$ cat config.mk
export PLATFORM = sky130hd
export DESIGN_NAME = shift_ctrl_8b
export DESIGN_NICKNAME = d
export VERILOG_FILES = /design/src/rtl/shift_ctrl_8b.sv
export SDC_FILE = /design/constraint.sdc
export NUM_CORES = 1
export LEC_CHECK = 0
export BUFFER_PORTS_ARGS = -buffer_cell sky130_fd_sc_hd__buf_4
export CELL_PAD_IN_SITES_DETAIL_PLACEMENT = 0
export CELL_PAD_IN_SITES_GLOBAL_PLACEMENT = 2
export CORE_MARGIN = 3
export CORE_UTILIZATION = 26
export DETAILED_ROUTE_END_ITERATION = 12
export GPL_TIMING_DRIVEN = 0
export MAX_ROUTING_LAYER = met4
export PLACE_DENSITY_LB_ADDON = 0.1
export SYNTH_ARGS = -nofsm -noshare
export SYNTH_HDL_FRONTEND = slang
export SYNTH_SLANG_ARGS = --single-unit
export TNS_END_PERCENT = 50
$ cat constraint.sdc
create_clock -name clk -period 1.4 [get_ports clk]
set_clock_uncertainty 0.05 [all_clocks]
set_input_delay 0.28 -clock clk [delete_from_list [all_inputs] [get_ports clk]]
set_output_delay 0.28 -clock clk [all_outputs]
set_load 0.05 [all_outputs]
$ cat src/rtl/shift_ctrl_8b.sv
// shift_ctrl_8b
// Arbitrates between two requesters and drives an external parallel-load
// shift register. The winner's word is loaded with PL low, then shifted
// out MSB first on ser_out. The transfer ends with a one-cycle done/ack
// pulse to the granted requester.
//
// Ports
//   clk        rising-edge clock for all controller state
//   rst_n      asynchronous active-low reset
//   req0/req1  transfer requests, held high until the matching ack
//   data0/1    parallel words from each requester
//   D          current contents of the external shift register
//   PL         active-low parallel load strobe to the shift register
//   Din        parallel word presented to the shift register
//   gnt        one-hot grant (bit0 = requester 0, bit1 = requester 1)
//   ack0/ack1  one-cycle completion pulse to the granted requester
//   busy       high whenever the controller is not idle
//   ser_out    serial bit, MSB first
//   ser_valid  qualifies ser_out
//   done       one-cycle pulse at the end of each transfer
module shift_ctrl_8b #(
  parameter int WIDTH = 8
) (
  input  logic             clk,
  input  logic             rst_n,
  input  logic             req0,
  input  logic [WIDTH-1:0] data0,
  input  logic             req1,
  input  logic [WIDTH-1:0] data1,
  input  logic [WIDTH-1:0] D,
  output logic             PL,
  output logic [WIDTH-1:0] Din,
  output logic [1:0]       gnt,
  output logic             ack0,
  output logic             ack1,
  output logic             busy,
  output logic             ser_out,
  output logic             ser_valid,
  output logic             done
);

  localparam int CNT_W = (WIDTH > 1) ? $clog2(WIDTH) : 1;
  localparam logic [CNT_W-1:0] CNT_LAST = CNT_W'(WIDTH - 1);

  typedef enum logic [1:0] {IDLE, LOAD, SHIFT, DONE} state_t;

  state_t           state;
  logic [CNT_W-1:0] cnt;
  logic             last_served;
  logic             pick1;

  // Only the MSB of the shift register is observed; the lower bits reach
  // it one by one as the external register shifts left.
  logic unused_d;
  assign unused_d = ^D[WIDTH-2:0];

  // Requester 1 wins when it is alone, or when both ask and requester 0
  // was the one served last.
  assign pick1 = req1 & (~req0 | ~last_served);

  // Controller FSM. All outputs are registered and change together with
  // the state so the shift register sees glitch-free controls.
  always_ff @(posedge clk or negedge rst_n) begin
    if (!rst_n) begin
      state       <= IDLE;
      PL          <= 1'b1;
      Din         <= '0;
      gnt         <= 2'b00;
      ack0        <= 1'b0;
      ack1        <= 1'b0;
      busy        <= 1'b0;
      ser_out     <= 1'b0;
      ser_valid   <= 1'b0;
      done        <= 1'b0;
      cnt         <= '0;
      last_served <= 1'b1;
    end else begin
      case (state)
        IDLE: begin
          if (req0 || req1) begin
            state       <= LOAD;
            busy        <= 1'b1;
            PL          <= 1'b0;
            gnt         <= pick1 ? 2'b10 : 2'b01;
            Din         <= pick1 ? data1 : data0;
            last_served <= pick1;
          end
        end
        LOAD: begin
          // The register captured Din on the falling edge of this cycle,
          // so its MSB is already the first serial bit.
          state     <= SHIFT;
          PL        <= 1'b1;
          ser_out   <= D[WIDTH-1];
          ser_valid <= 1'b1;
          cnt       <= '0;
        end
        SHIFT: begin
          if (cnt == CNT_LAST) begin
            state     <= DONE;
            ser_valid <= 1'b0;
            done      <= 1'b1;
            ack0      <= gnt[0];
            ack1      <= gnt[1];
          end else begin
            ser_out <= D[WIDTH-1];
            cnt     <= cnt + CNT_W'(1);
          end
        end
        DONE: begin
          state <= IDLE;
          done  <= 1'b0;
          ack0  <= 1'b0;
          ack1  <= 1'b0;
          gnt   <= 2'b00;
          busy  <= 1'b0;
        end
        default: state <= IDLE;
      endcase
    end
  end

endmodule

After elaboration in Yosys (flattened, before gate mapping):

Cells that the tools add are included.

* add/sub/neg operators: 1
* $mul: 0
* divide/modulo/power cells: 0
* magnitude comparators: 0
* equality and inequality tests: 7
* shift operators: 0
* mux-type cells: 23
* bitwise logic cells: 4
* reduce and logical (&&, ||, !) cells: 13

Operators by type and width (count)
* $pmux 1 s2: 7
* $reduce_and 2->1: 7
* $mux 2: 4
* $mux 8: 1
* $pmux 2 s4: 1
* $reduce_bool 2->1: 4
* $mux 1: 7
* $ne 2x2->1 const B: 3
* $pmux 3 s2: 1
* $eq 2x2->1 const B: 2
* $pmux 2 s2: 1
* $add 3x1->3 const B: 1
* $eq 3x3->1 const B: 1
* $mux 3: 1
* $eq 2x1->1 const B: 1
* $logic_not 2->1: 1
* $not 1->1: 2
* $and 1x1->1: 1
* $logic_or 1x1->1: 1
* $or 1x1->1: 1

* flip-flop bits (word level): 23
* latch bits: 0
* memory bits (writable): 0
* bits in read-only memories: 0
* input port bits: 28
* output and inout port bits: 17
* word-level logic and storage cells: 60
* memories: 0

Longest topological paths before layout:

* depth after elaboration: 6
* gate-level depth with buffers: 8

Worst setup path before layout:

Ideal clock, no wire load.

* path kind: reg-to-reg
* from: register state[0]
* to: register state[1]
* arrival time: 1.348 ns
* data required time: 1.225 ns
* setup slack: -0.123 ns
* stages on the path, launching flop included: 7
* path buffers: 1
* period minus slack after synthesis: 1.523 ns
* cells stage by stage: dfrtp_1 > inv_1 > ha_1 > buf_4 > nor3b_4 > a21oi_2 > mux2_4

* longest elaborated chain between the ends: 3
* elaborated cells on any way between the ends: 8

RTL lines
* from (decl): line 47 `state_t state;`
* from (signal assigned): line 65 `state <= IDLE;`
* from (signal assigned): line 81 `state <= LOAD;`
* from (signal assigned): line 92 `state <= SHIFT;`
* $eq 2x2->1 / $logic_not 2->1 (equally long branches): line 78 `case (state)`
* $ne 2x2->1 (no line)
* $reduce_and 2->1 (no line)

Several ways; a longest one is shown, not always the timed one.
A chain may end at the register's enable or synchronous reset.

Worst setup path in the final report:

* from: register state[1]
* to: register state[1]

Same word-level chain as after synthesis.

==> results by group <==
Finish
  – Final Non-Filler Cells: ~220
  – Ant diodes: 0
  – Fillers: 457
  – Layout net count: 202
  – FF/Latch Area: roughly 580 µm²
  – Area Overhead vs Synth: 52.2%
  – Area occupied by multi-input gates: 673 µm²
  – Share of post-route cells with drive strength above 1: between 50% and 60%

Power and ir drop
  – Clock Power Share: 9.0%
  – Final Power: approximately 0.0047 W
  – Net switching power: 0.00215 W
  – PwrDens: 2550 nW/µm²
  – Internal power: ~0.0026 W
  – Switch share: about 46%
  – Flop pwr share: a little over a quarter
  – VDD IR max: roughly 0.90 mV
  – Leak pwr: approximately 0.84 nW
  – Comb pwr share: between 60% and 70%

Outcome
  – Failing checks: setup timing
  – Status: finished with violations

Synthesis
  – FF+latch count, synth: 23
  – Synthesized area: ~1200 µm²
  – Syn avg cell area: 10.5 µm²
  – Synth Net Count: roughly 150
  – Sequential area share after synthesis: a little under half
  – Yosys Warn Count: 0
  – Synth unique cells: 31
  – Cells after Synth: 116

Clock tree
  – CTS tree: yes
  – TritonCTS Buffers: 3
  – Worst-skew pair later-pin latency: 0.26 ns
  – H-tree levels: 1
  – Clock transition at path regs: around 0.090 ns
  – CTS Buffer Depth: 2
  – Root buf cell: clkbuf_8
  – Clock sinks: 23

Critical path
  – RR Startpoint: state[1]$_DFFE_PN0P_
  – Worst Path Max Fanout: 4
  – Reg2reg setup slack: -0.09 ns
  – Startpoint Class: register
  – CP Data Arrival Time: ~1.6 ns
  – Worst setup path startpoint: state[1]$_DFFE_PN0P_
  – Critical path class: reg -> reg
  – Worst Path Required: ~1.5 ns
  – Critical path endpoint category: register

Hold path
  – Worst hold path type: in -> reg
  – Critical hold path startpoint: req0

Floorplan
  – Core area: ~4400 µm²
  – Die width: ~74 µm
  – I/O pin count: 45
  – Starting Density: around 27%
  – Cell row count: 24
  – Die Ht: between 70 and 80 µm
  – Die area: ~5500 µm²

Detailed routing
  – Drt first pass iters: 4
  – Remaining routing DRC violations: 0
  – Starting DRT DRC Count: 33
  – Final wirelength: 3110 µm
  – Final ANT Viol Nets: 0
  – Via-per-instance ratio: between 4 and 5
  – Routed len/inst: around 14 µm
  – Via Count: between 900 and 1k

STA
  – Fmax: roughly 0.67 GHz
  – Tmin final: between 1 and 1.5 ns
  – Worst slew pin tran: 0.327 ns
  – Final Hold Vio Count: 0
  – Slew headroom: ~78%
  – Post-route worst setup slack: -0.0896 ns
  – Pins Over Slew Limit: 0
  – Unrepaired setup endpoints after global routing: true
  – Final Setup Violations: 5
  – Final period util: 106%
  – TNS Setup: -0.211 ns

Placement
  – Routability cong.: about 0.73
  – Port Buffers: 36
  – Dpl hpwl: approximately 2000 µm
  – Placed insts: 204

Job
  – Total of max-cap violations: 0

Global route
  – GRT Total Usage: roughly an eighth
  – Global route overflow: 0
  – Largest net degree at the start of global routing: 24
  – Vias in the first global route: slightly below 1k
  – First-pass GRT wire length: around 4800 µm
  – Antenna violations before repair: 0
cell type report:
type | instances | area share [%]
Tap cell | 52 | 3.52
Timing Repair Buffer | 47 | 21.7
Clock inverter | 1 | 0.271
Clock buffer | 3 | 2.24
Inverter | 6 | 1.36
Sequential cell | 23 | 31.4
Multi-Input combinational cell | 81 | 36.4
Buffer | 5 | 3.12
layer usage:
metal,vias up,wire length (µm),GRT usage (%)
met5,-,0,-
met4,0,23,4.15
met3,2,204,2.30
met2,28,1480,19.4
met1,465,1410,14.8
li1,502,-,-
final timing paths:
path	end	depth (start not counted)
min	last_served$_DFFE_PN1P_	2
min in group asynchronous	Din[0]$_DFFE_PN0P_	2
max reg2reg	state[1]$_DFFE_PN0P_	5
min reg2reg	ser_out$_DFFE_PN0P_	1
max	state[1]$_DFFE_PN0P_	5
max in group asynchronous	PL$_DFFE_PN1P_	2
state kept, by name, indices dropped and copies added, names as in the netlist:
signal	cells
Din	8
PL	1
ack0	1
ack1	1
busy	1
cnt	3
done	1
gnt	2
last_served	1
ser_out	1
ser_valid	1
state	2
cells in the mapped netlist (all sizes together):
library cell / number / share of area, %
ha: 7 / 7.2
or2b: 1 / 0.62
a21oi: 3 / 1.5
a21boi: 1 / 1.5
dfrtp: 21 / 43
o22a: 1 / 0.72
o2bb2ai: 3 / 2.2
o21ai: 2 / 0.82
o22ai: 1 / 0.52
a31oi: 10 / 5.2
nand3b: 1 / 0.62
dfstp: 2 / 4.3
o21a: 1 / 0.62
nand2: 20 / 6.2
nand2b: 1 / 0.52
buf: 6 / 4.5
a22o: 4 / 2.9
mux2i: 3 / 2.5
nor2b: 1 / 0.52
inv: 6 / 1.9
mux2: 5 / 4.9
a21bo: 1 / 0.82
nor2: 14 / 4.5
nor3b: 1 / 1.5
kinds of logic after synthesis:
family          count (synthesis)  share of synthesized area [%]
simple gates                   39                           14.5
flops                          23                           47.6
mux                             8                           7.42
buf+inv                        12                           6.39
compound gates                 27                           16.8
fa+ha+maj                       7                           7.22
timing repair:
| action | 4_1_cts | 5_1_grt |
|---|---|---|
| hold buffers | 1 | 0 |
| cloned | 1 | 0 |
| pin swaps | 3 | 1 |
| gates resized for setup | 21 | 9 |
| setup endpoints to repair | 18 | 18 |
| endpoints found under the hold margin | 21 | 0 |
| setup buffers | 7 | 2 |
cell usage in the layout (no fill, tap or decap), drive strengths merged, types with 3 or more instances in the layout:
master and count:
a22o 4, o2bb2ai 3, nand2 20, mux2i 3, dfrtp 21, mux2 5
ha 7, nor2 14, clkbuf 3, buf 51, a21oi 3, inv 6
a31oi 10
critical path, cell delays in order, from the launching register on:
cell	delay (ns)
dfrtp_2	0.46
inv_2	0.10
ha_4	0.16
nor3b_4	0.26
a21oi_4	0.06
mux2_4	0.30
power groups by stage:
stage / Combinational, W / Sequential (W) / Clock, W
6_report: 0.00303 / 0.00126 / 0.000425
5_1_grt: 0.00324 / 0.00130 / 0.000481
4_1_cts: 0.00294 / 0.00125 / 0.000452
3_5_place_dp: 0.00244 / 0.00123 / 0
3_3_place_gp: 0.00241 / 0.00121 / 0
2_1_floorplan: 0.00105 / 0.00194 / 0
through the flow:
stage                     utilization [%]  hold slack (ns)  worst slack (ns)  instance area (µm²)
after floorplan                         -          -0.0656           -0.0915                 1220
after global placement               35.1            0.151            -0.188                 1560
after detailed placement             35.1            0.157            -0.230                 1560
after CTS                            40.7            0.153           -0.0971                 1810
after global routing                 41.6            0.164            -0.163                 1850
final                                41.6            0.160           -0.0896                 1850
No activity file was read; power rests on OpenSTA's default activity.
